## config.mk

```make
export PLATFORM = sky130hd
export DESIGN_NAME = approx_mul_pipe
export DESIGN_NICKNAME = d
export VERILOG_FILES = /design/src/rtl/approx_mul_pipe.sv
export SDC_FILE = /design/constraint.sdc
export NUM_CORES = 1
export LEC_CHECK = 0
export BUFFER_PORTS_ARGS = -buffer_cell sky130_fd_sc_hd__buf_2
export CORE_MARGIN = 3
export CORE_UTILIZATION = 59
export DETAILED_ROUTE_END_ITERATION = 16
export PLACE_DENSITY_LB_ADDON = 0.12
export SLEW_MARGIN = 20
export SYNTH_ARGS = -nofsm -noshare
export SYNTH_HDL_FRONTEND = slang
export SYNTH_SLANG_ARGS = --single-unit
```

## constraint.sdc

```tcl
create_clock -name clk -period 6.4 [get_ports clk]
set_clock_uncertainty 0.1 [all_clocks]
set_input_delay 0.32 -clock clk [delete_from_list [all_inputs] [get_ports clk]]
set_output_delay 0.32 -clock clk [all_outputs]
set_load 0.01 [all_outputs]
```

## src/rtl/approx_mul_pipe.sv

```systemverilog
// Pipelined unsigned multiplier, exact or truncated-approximate per transaction,
// with valid/ready handshake, sideband tag and saturating completion counters.
module approx_mul_pipe #(
  parameter int W       = 8,
  parameter int TRUNC_K = 4,
  parameter int STAGES  = 2,
  parameter int TAG_W   = 4
) (
  input  logic             clk,
  input  logic             rst,
  input  logic             in_valid,
  output logic             in_ready,
  input  logic [W-1:0]     in_a,
  input  logic [W-1:0]     in_b,
  input  logic             in_mode,
  input  logic [TAG_W-1:0] in_tag,
  output logic             out_valid,
  input  logic             out_ready,
  output logic [2*W-1:0]   out_p,
  output logic [TAG_W-1:0] out_tag,
  output logic             out_mode,
  output logic [31:0]      cnt_total,
  output logic [31:0]      cnt_approx
);

  localparam int PW = 2 * W;
  // Partial-product bits below column TRUNC_K are dropped; COMP is 2^(K-1), or 0 when K = 0.
  localparam logic [PW-1:0] MASK = {PW{1'b1}} << TRUNC_K;
  localparam logic [PW-1:0] COMP = (PW'(1) << TRUNC_K) >> 1;

  logic          adv;
  logic          hs;
  logic [PW-1:0] p_exact;
  logic [PW-1:0] p_approx;
  logic [PW-1:0] p_next;
  logic [PW-1:0] row;

  logic             v_q    [STAGES];
  logic [PW-1:0]    p_q    [STAGES];
  logic [TAG_W-1:0] tag_q  [STAGES];
  logic             mode_q [STAGES];
  logic [31:0]      cnt_total_q;
  logic [31:0]      cnt_approx_q;

  always_comb begin
    p_exact  = PW'(in_a) * PW'(in_b);
    p_approx = '0;
    row      = '0;
    for (int unsigned j = 0; j < W; j++) begin
      row      = in_b[j] ? (PW'(in_a) << j) : '0;
      p_approx = p_approx + (row & MASK);
    end
    if (in_a != '0 && in_b != '0) begin
      p_approx = p_approx + COMP;
    end
    p_next = in_mode ? p_approx : p_exact;
  end

  assign out_valid  = v_q[STAGES-1];
  assign out_p      = p_q[STAGES-1];
  assign out_tag    = tag_q[STAGES-1];
  assign out_mode   = mode_q[STAGES-1];
  assign adv        = out_ready | ~out_valid;
  assign in_ready   = adv;
  assign hs         = out_valid & out_ready;
  assign cnt_total  = cnt_total_q;
  assign cnt_approx = cnt_approx_q;

  always_ff @(posedge clk) begin
    if (rst) begin
      for (int unsigned i = 0; i < STAGES; i++) begin
        v_q[i]    <= 1'b0;
        p_q[i]    <= '0;
        tag_q[i]  <= '0;
        mode_q[i] <= 1'b0;
      end
      cnt_total_q  <= '0;
      cnt_approx_q <= '0;
    end else begin
      // Whole pipe shifts as one; a bubble carries zeroed payload.
      if (adv) begin
        v_q[0]    <= in_valid;
        p_q[0]    <= in_valid ? p_next : '0;
        tag_q[0]  <= in_valid ? in_tag : '0;
        mode_q[0] <= in_valid & in_mode;
        for (int unsigned i = 1; i < STAGES; i++) begin
          v_q[i]    <= v_q[i-1];
          p_q[i]    <= p_q[i-1];
          tag_q[i]  <= tag_q[i-1];
          mode_q[i] <= mode_q[i-1];
        end
      end
      if (hs && cnt_total_q != '1) begin
        cnt_total_q <= cnt_total_q + 32'd1;
      end
      if (hs && mode_q[STAGES-1] && cnt_approx_q != '1) begin
        cnt_approx_q <= cnt_approx_q + 32'd1;
      end
    end
  end

endmodule

```

==> out/qor.yml, run 1 <==
status:
  status: "complete, no violations"
clock_tree:
  cts.hold.buffers_added: 0
  tritoncts_clock_tree: "yes"
  cts-buffers-inserted: 9
  cts.root.buffer_cell: "clkbuf_16"
  ctsResizeCount: 0
  cts-htree-levels: 3
  postCtsSetupRepairBufs: 0
  clk_pin_slew_worst_paths_ps: 80
  clockBufferDepth: 2
  clk_lat_worst_skew_ps: 350
  clock-sinks: 108
logic_synthesis:
  yosysUniqueCellTypes: 48
  synth_top_cell_by_area: "edfxtp_1"
  synth_flop_cell: "dfxtp_1"
  synth_seq_area_share_pct: 31.1
  syn_inst_count: 907
  avgSynthCellArea_sq_um: 9.24
  synth_edf_count: 44
  async_reset_ff_share_pct: 0
  postSynthRegisterBits: 108
  yosys.area.top_type_share_pct: 15.8
  syn-num-nets: 1061
  mappedNetlistArea_sq_um: 8380
  post_synth_main_area_contributors: "edfxtp_1, fa_1, dfxtp_1"
  synth_warnings: 0
global_routing:
  grt_first_pass_wirelength_um: 29700
  grt_pass1_vias: 6239
  maximum_number_of_pins_on_one_net_before_global_route_repair: 67
  antenna_violations_before_repair: 0
  global_route.usage.total_pct: 22.9
  globalRoute.totalOverflow: 0
detailed_routing:
  ant_nets: 0
  dr_total_vias: 6418
  via_per_inst: 5.51
  detailedRoute.firstIterationViolations: 372
  wire_per_inst_um: 15.1
  route.detailed.drc: 0
  drt_first_pass_iters: 5
  wirelength_um: 17600
worst_setup_path:
  crit_path_max_incr_delay_ps: 590
  crit_fanout: 9
  crit_required_ps: 6410
  worst-path-buf-inv: 3
  critPathKind: "input port to register"
  worst_setup_path_end_kind: "register"
  critical_path.most_common_cell: "fa_1"
  path_cells: "buf_2 -> and2_1 -> fa_1 -> fa_1 -> fa_1 -> inv_1 -> fa_1 -> inv_1 -> ha_1 -> fa_1 -> a21oi_1 -> o211ai_1 -> o41ai_1 -> xnor2_1 -> a21oi_1 -> o21a_1"
  timing.critical_path.from_type: "input port"
  critPathSlowestCell: "fa_1"
  arrival_ps: 4630
  timing.critical_path.max_delay_family: "adder cells"
sta:
  grt_setup_unrepaired: "no"
  tightest_slew_ps: 973
  finalSetupViolations: 0
  report.final.hold_viol_count: 0
  timing.final.crit_share_pct: 72.2
  relSlewSlack_pct: 35.2
  max_slew_violation_total_from_the_final_report: 0
  setup_total_negative_slack_ps: 0
  final.min_clock_period_ps: 4620
  max_clock_freq_mhz: 217
die:
  fp.coreArea_sq_um: 13600
  ioPinCount: 112
  floorplan.die.width_um: 125
  rows: 42
  initial_utilization_pct: 61.8
  fp.dieH_um: 125
  die-area_sq_um: 15700
placement:
  detailed_place_hpwl_um: 13800
  place.port_buffers: 111
  place_area_sq_um: 8910
  gp_routability_congestion: 0.872
final_layout:
  num-fill-cells: 1164
  leading_cell_type_in_the_layout_fill_and_taps_excluded: "inv_1"
  antenna_cells_inserted: 0
  areaGrowthSynthToFinish_pct: 9.89
  drive_gt1_share_pct: 13.6
  post-route-cell-area_sq_um: 9210
  end_of_flow_core_utilization_pct: 67.9
  most-common-layout-cells: "inv_1, buf_2, nor2_1"
  fin_nets: 1137
pwr:
  maximum_resistive_drop_on_vdd_v: 0.000161
  power-per-cell-area_nw_per_um2: 245
  total_leakage_power_nw: 4.29
hold_path:
  hold_class: "input port to register"
run:
  cap_viol_max_count: 0
## state kept, by name, summed over array words and instances (netlist names)
| register | flops |
|---|---|
| cnt_approx | 32 |
| cnt_total | 32 |
| mode_q | 2 |
| p_q | 32 |
| tag_q | 8 |
| v_q | 2 |
## layout make-up
type | count | area [sq um] | area share [%]
Clock buffer | 9 | 225 | 2.45
Clock inverter | 7 | 66.3 | 0.720
Inverter | 115 | 432 | 4.69
Multi-Input combinational cell | 635 | 5080 | 55.2
Sequential cell | 108 | 2600 | 28.3
Tap cell | 176 | 220 | 2.39
Timing Repair Buffer | 114 | 578 | 6.28
## through the flow
| stage | hold slack (ps) | std cells | setup WS, ps | total power [mW] |
|---|---|---|---|---|
| 6_report | 187 | 1164 | 1780 | 2.25 |
| 3_3_place_gp | 386 | 1148 | 1480 | 1.71 |
| 3_5_place_dp | 398 | 1148 | 1420 | 1.73 |
| 2_1_floorplan | 397 | 907 | 1680 | 1.52 |
| 5_1_grt | 182 | 1164 | 1560 | 2.44 |
| 4_1_cts | 171 | 1164 | 1790 | 2.28 |
## path summary, 6_finish.rpt
check	to	from	depth (start not counted)	slack [ps]
setup / recovery	p_q[0][15]	in_b[4]	16	1780
hold / removal	tag_q[0][1]	in_tag[1]	2	190
setup reg to reg	cnt_approx[21]	cnt_approx[10]	6	3820
hold reg to reg	cnt_approx[18]	cnt_approx[18]	2	410
## cells in the mapped netlist (5+ instances only)
cell	instances
inv_1	115
and3_1	16
a21oi_1	26
xnor2_1	47
and4_1	10
nor4b_1	5
and2_1	67
nor4_1	13
or3_1	12
buf_4	20
dfxtp_1	64
o21a_1	6
nor3b_1	5
clkbuf_1	27
ha_1	63
nor3_1	29
o21ai_0	17
xor2_1	20
fa_1	66
nand2_1	60
nand4_1	14
edfxtp_1	44
nor2_1	83
nand3_1	29
## layer usage
| metal | global-route usage, % | vias to the layer above | part of all wire (%) |
|---|---|---|---|
| met5 | 0 | - | 0 |
| met4 | 8.74 | 0 | 3.0 |
| met3 | 3.41 | 37 | 3.8 |
| met2 | 41.5 | 152 | 53 |
| met1 | 27.6 | 3085 | 40 |
| li1 | - | 3144 | - |
## kinds of logic after synthesis
group | share of synthesized area, %
and+or+nand+nor | 22.5
adders and majority gates | 25.2
muxes | 0.358
buffers and inverters | 8.27
xor gates and xnor gates | 7.01
DFF | 31.1
AOI/OAI and AO/OA | 5.57
## power by group
group          internal, mW  switching (mW)  total (mW)
registers             0.760         0.00911       0.769
logic                 0.403           0.534       0.937
clock network         0.275           0.269       0.545
No activity file was read; power rests on OpenSTA's default activity.
==> inputs of run 2 (changes only) <==
CORE_UTILIZATION = 54   (was 59)
clock period = 4.2 ns   (was 6.4 ns; I/O delays follow)
==> run 2 against run 1 <==
Wire length up 3.7%. Critical path depth down 1. Power up 71%. Sequential cell count unchanged. Clock-buffer cell count unchanged. First-iteration DRC count down 19%. Utilization down 0.87 points. Worst hold slack worse by 130 ps. Global-route usage down 1.4 points. Setup slack worse by 1700 ps. Combinational power up 93%. Clock power up 57%. Largest cell class unchanged.
==> out/qor.yml, run 2 (same netlist as run 1, synthesis figures left out) <==
sta:
  tightest_slew_ps: 1010  # +36.9 ps
  max_slew_violation_total_from_the_final_report: 0  # unchanged
  timing.hold.ws_ps: 54.9  # -132 ps
  layout_setup_ws_ps: 123  # -1660 ps
  finalSetupViolations: 0  # unchanged
  report.final.hold_viol_count: 0  # unchanged
  timing.final.crit_share_pct: 97.1
  max_clock_freq_mhz: 245
  relSlewSlack_pct: 32.7  # -2.5 points
  grt_setup_unrepaired: "yes"
  final.min_clock_period_ps: 4080
global_routing:
  global_route.usage.total_pct: 21.5  # -1.4 points
  grt_first_pass_wirelength_um: 29600  # -0.26%
  globalRoute.busiestLayer: "met2"
  globalRoute.totalOverflow: 0  # unchanged
  antenna_violations_before_repair: 0  # unchanged
  grt_met3_use_pct: 3.01  # -0.40 points
  grt_pass1_vias: 6354  # +1.8%
  maximum_number_of_pins_on_one_net_before_global_route_repair: 65  # -3.0%
  globalRouteMet1Util_pct: 27.1  # -0.42 points
  global_routing_met2_resource_utilization_pct: 38.3  # -3.2 points
detailed_routing:
  drt_first_pass_iters: 4  # -1
  wirelength_um: 18200  # +3.7%
  ant_nets: 0  # unchanged
  detailedRoute.firstIterationViolations: 301  # -19%
  via_per_inst: 5.31  # -3.8%
  wire_per_inst_um: 14.6  # -3.0%
  dr_total_vias: 6606  # +2.9%
  route.detailed.drc: 0  # unchanged
worst_setup_path:
  crit_required_ps: 4330  # -2080 ps
  crit_path_max_incr_delay_ps: 560  # -30 ps
  critPathKind: "input port to register"
  critical_path.most_common_cell: "fa_1"
  crit_fanout: 7  # -2
  arrival_ps: 4210  # -420 ps
  critPathSlowestCell: "fa_1"
  path_cells: "buf_2 -> buf_4 -> and2_4 -> fa_1 -> fa_1 -> fa_1 -> inv_1 -> fa_1 -> inv_1 -> ha_1 -> a211o_1 -> o21ai_1 -> a21boi_1 -> or3_1 -> nand3_1"
  timing.critical_path.max_delay_family: "adder cells"
  timing.critical_path.from_type: "input port"
  worst_setup_path_end_kind: "register"
  worst-path-buf-inv: 4  # +1
final_layout:
  num-fill-cells: 1241  # +6.6%
  areaGrowthSynthToFinish_pct: 18.9
  leading_cell_type_in_the_layout_fill_and_taps_excluded: "inv_1"
  antenna_cells_inserted: 0  # unchanged
  most-common-layout-cells: "inv_1, buf_2, nor2_1"
  drive_gt1_share_pct: 23.0  # +9.4 points
  fin_nets: 1210  # +6.4%
  ff_latch_area_sq_um: 2600  # unchanged
  multiInputGateArea_sq_um: 5250  # +3.2%
status:
  status: "complete, no violations"
die:
  fp.coreArea_sq_um: 14900  # +9.6%
  ioPinCount: 112  # unchanged
  die-area_sq_um: 17000  # +8.8%
  rows: 44  # +4.8%
  initial_utilization_pct: 56.4  # -5.4 points
  fp.dieH_um: 131  # +4.3%
  floorplan.die.width_um: 131  # +4.3%
placement:
  detailed_place_hpwl_um: 14200  # +2.4%
  post-place-ws_ps: -320  # -1740 ps
  gp_routability_congestion: 0.871  # about the same
  place.port_buffers: 111  # unchanged
pwr:
  maximum_resistive_drop_on_vdd_v: 0.000266  # +65%
  total_leakage_power_nw: 4.72  # +9.8%
  power-per-cell-area_nw_per_um2: 386  # +58%
clock_tree:
  cts-htree-levels: 3  # unchanged
  cts.hold.buffers_added: 0  # unchanged
  clock-sinks: 108  # unchanged
  clockBufferDepth: 2  # unchanged
  cts.root.buffer_cell: "clkbuf_16"
  tritoncts_clock_tree: "yes"
  clk_pin_slew_worst_paths_ps: 90  # about the same
  cts-buffers-inserted: 9  # unchanged
  clk_lat_worst_skew_ps: 350  # about the same
hold_path:
  hold_class: "input port to register"
run:
  cap_viol_max_count: 0  # unchanged
[run 2: cell type report]
class / count / share of cell area (%)
Sequential cell: 108 / 26.1
Inverter: 115 / 4.33
Multi-Input combinational cell: 635 / 52.7
Timing Repair Buffer: 187 / 11.5
Tap cell: 184 / 2.31
Clock inverter: 7 / 0.816
Clock buffer: 9 / 2.26
[run 2: per-layer routing]
metal / up-vias / wire length [um]
met5: - / 0
li1: 3293 / -
met4: 0 / 376
met2: 129 / 9490
met3: 25 / 614
met1: 3159 / 7750
[run 2: power breakdown]
group	internal [mW]	switching, mW	total (mW)
clock	0.426	0.432	0.858
combinational	0.869	0.942	1.81
sequential	1.16	0.0179	1.18
[run 2: path summary, 6_finish.rpt]
kind	startpoint	end	slack (ps)	depth (start not counted)
hold / removal	in_tag[1]	tag_q[0][1]	50	2
setup reg to reg	cnt_total[9]	cnt_total[22]	1690	6
hold reg to reg	cnt_approx[18]	cnt_approx[18]	400	2
setup / recovery	in_a[2]	p_q[0][14]	120	15
[run 2: timing repair]
action	in CTS	in global routing
endpoints found under the setup margin	0	8
gates resized for setup	0	38
buffers inserted	0	2
[run 2: metrics by stage]
stage                     total power, mW  util, %  instance area (sq um)  std cells  TNS, ps
after global routing                 4.15     67.0                   9960       1245    -45.6
after detailed placement             2.90     64.0                   9520       1227    -1950
after floorplan                      2.36        -                   8460        907    -80.1
after CTS                            3.77     66.1                   9820       1243        0
after global placement               2.88     64.0                   9520       1227    -1770
final                                3.85     67.0                   9960       1245        0
[run 2: worst reg2reg max path, stage by stage, from the launching register on]
cell,delay (ps)
dfxtp_1,430
and4_1,310
nand3_1,160
nor3_1,740
nor4b_1,410
xnor2_1,170
nor2_1,50
==> inputs of run 3 (changes only) <==
BUFFER_PORTS_ARGS = -buffer_cell sky130_fd_sc_hd__buf_4   (was -buffer_cell sky130_fd_sc_hd__buf_2)
GPL_ROUTABILITY_DRIVEN = 0   (was default)
SLEW_MARGIN = 25   (was 20)
==> run 3 against run 2 <==
Cell count decreased by 1.0%. Non-clock buffer count decreased by 13. Die area unchanged. Final area increased by 1.2%. Power decreased by 1.9%. Clock-buffer cell count unchanged. Utilization increased by 0.81 points. Clock power about the same. Sequential share of layout area decreased by 0.31 points. Sequential power about the same. Sequential cell count unchanged. Register-to-register slack got worse by 60 ps.
==> out/qor.yml, run 3 (same netlist as run 1, synthesis figures left out) <==
clock_tree:
  cts.root.buffer_cell: "clkbuf_16"
  cts-htree-levels: 3  # unchanged
  clk_lat_worst_skew_ps: 350  # about the same
  cts.hold.buffers_added: 0  # unchanged
  clock-sinks: 108  # unchanged
  clockBufferDepth: 2  # unchanged
  clk_pin_slew_worst_paths_ps: 80  # about the same
  tritoncts_clock_tree: "yes"
  cts-buffers-inserted: 9  # unchanged
detailed_routing:
  wirelength_um: 18200  # about the same
  detailedRoute.firstIterationViolations: 431  # +43%
  via_per_inst: 5.43  # +2.3%
  wire_per_inst_um: 14.8  # +1.0%
  ant_nets: 0  # unchanged
  route.detailed.drc: 0  # unchanged
  dr_total_vias: 6685  # +1.2%
  drt_first_pass_iters: 5  # +1
worst_setup_path:
  crit_path_max_incr_delay_ps: 560  # about the same
  worst_setup_path_end_kind: "register"
  timing.critical_path.from_type: "input port"
  crit_required_ps: 4200  # -130 ps
  crit_fanout: 5  # -2
  reg2regPathDepth: 6  # unchanged
  path_cells: "buf_4 -> and2_4 -> buf_4 -> fa_1 -> fa_1 -> fa_1 -> inv_1 -> fa_1 -> inv_1 -> ha_1 -> buf_4 -> o41ai_2 -> nand2_1 -> xnor2_1 -> o22ai_1"
  arrival_ps: 4100  # -110 ps
  timing.critical_path.max_delay_family: "adder cells"
  worst-path-buf-inv: 5  # +1
  r2r_end: "cnt_total[22]"
  critPathKind: "input port to register"
  timing.reg2reg.setup_slack_ps: 1630  # -60 ps
  critical_path.most_common_cell: "fa_1"
  critPathSlowestCell: "fa_1"
  timing.rr.start: "cnt_total[9]"
final_layout:
  drive_gt1_share_pct: 21.2  # -1.8 points
  most-common-layout-cells: "buf_4, inv_1, nor2_1"
  fin_nets: 1197  # -1.1%
  areaGrowthSynthToFinish_pct: 20.4
  end_of_flow_core_utilization_pct: 67.8  # +0.81 points
  leading_cell_type_in_the_layout_fill_and_taps_excluded: "buf_4"
  antenna_cells_inserted: 0  # unchanged
  num-fill-cells: 1258  # +1.4%
global_routing:
  antenna_violations_before_repair: 0  # unchanged
  maximum_number_of_pins_on_one_net_before_global_route_repair: 67  # +3.1%
  global_routing_met2_resource_utilization_pct: 38.1  # -0.18 points
  grt_pass1_vias: 6418  # +1.0%
  globalRoute.busiestLayer: "met2"
  globalRoute.totalOverflow: 0  # unchanged
  grt_first_pass_wirelength_um: 30100  # +1.8%
  global_route.usage.total_pct: 22.0  # +0.46 points
  globalRouteMet1Util_pct: 27.9  # +0.75 points
  grt_met3_use_pct: 3.41  # +0.41 points
sta:
  grt_setup_unrepaired: "yes"
  max_clock_freq_mhz: 243  # -0.78%
  relSlewSlack_pct: 34.8  # +2.1 points
  report.final.hold_viol_count: 0  # unchanged
  max_slew_violation_total_from_the_final_report: 0  # unchanged
  timing.hold.ws_ps: 56.6  # +1.73 ps
  final.min_clock_period_ps: 4110  # +32.3 ps
  tightest_slew_ps: 978  # -31.1 ps
  finalSetupViolations: 0  # unchanged
  timing.final.crit_share_pct: 97.8  # +0.77 points
hold_path:
  timing.hold.worst.start: "in_tag[3]"
  hold-path-cell-count: 2  # unchanged
  hold_class: "input port to register"
  holdPathEnd: "tag_q[0][3]"
status:
  status: "complete, no violations"
pwr:
  maximum_resistive_drop_on_vdd_v: 0.000257  # -3.3%
  power-per-cell-area_nw_per_um2: 374  # -3.1%
  total_leakage_power_nw: 4.65  # -1.4%
run:
  cap_viol_max_count: 0  # unchanged
die:
  fp.coreArea_sq_um: 14900  # unchanged
  floorplan.die.width_um: 131  # unchanged
  initial_utilization_pct: 56.4  # unchanged
  rows: 44  # unchanged
  fp.dieH_um: 131  # unchanged
  die-area_sq_um: 17000  # unchanged
  ioPinCount: 112  # unchanged
placement:
  detailed_place_hpwl_um: 14200  # +0.62%
  place.port_buffers: 111  # unchanged
[run 3: changes by cell type in the layout (fill, tap and decap cells not counted), moves of 2 or more]
| cell | before | now |
|---|---|---|
| and2_4 | 14 | 9 |
| buf_6 | 2 | 4 |
| o41ai_2 | 1 | 3 |
| o21ai_0 | 14 | 16 |
| buf_4 | 79 | 170 |
| and2_1 | 53 | 58 |
| buf_2 | 106 | 0 |
[run 3: report_power, final]
part           switching [mW]  internal, mW
sequential             0.0183          1.16
clock                   0.431         0.429
combinational           0.903         0.834
total                    1.35          2.42
[run 3: worst max-delay path by stage]
stage / from / depth (start not counted) / to / slack, ps
after floorplan: in_a[5] / 16 / p_q[0][15] / -80
after global placement: in_a[2] / 17 / p_q[0][15] / -300
after detailed placement: in_a[2] / 17 / p_q[0][15] / -360
after CTS: in_a[2] / 17 / p_q[0][15] / 20
after global routing: in_b[7] / 17 / p_q[0][13] / -50
final: in_a[2] / 15 / p_q[0][13] / 90
[run 3: final cells by class]
type	instances	area (sq um)	share of cell area [%]
inverters	115	432	4.28
multi-input cells	635	5190	51.5
flip-flops and latches	108	2600	25.8
clock inverters	7	81.3	0.807
repair buffers	174	1320	13.1
clock buffers	9	225	2.23
well taps	184	230	2.28
[run 3: repair_timing]
item                       CTS  global route
setup endpoints to repair    0             8
gates resized for setup      0            17
setup buffers                0             1
[run 3: metrics by stage]
stage | TNS [ps] | cell area (sq um) | setup WS [ps] | power, mW | cells
after global placement | -1700 | 9710 | -296 | 2.88 | 1215
after detailed placement | -1910 | 9710 | -358 | 2.89 | 1215
after floorplan | -80.1 | 8460 | -80.1 | 2.36 | 907
after global routing | -69.3 | 10100 | -49.4 | 4.07 | 1232
final | 0 | 10100 | 91.0 | 3.77 | 1232
after CTS | 0 | 10000 | 19.5 | 3.77 | 1231
[run 3: metal layers]
metal | vias up | wire, um
met5 | - | 0
li1 | 3273 | -
met2 | 155 | 9250
met4 | 0 | 527
met1 | 3215 | 7760
met3 | 42 | 692
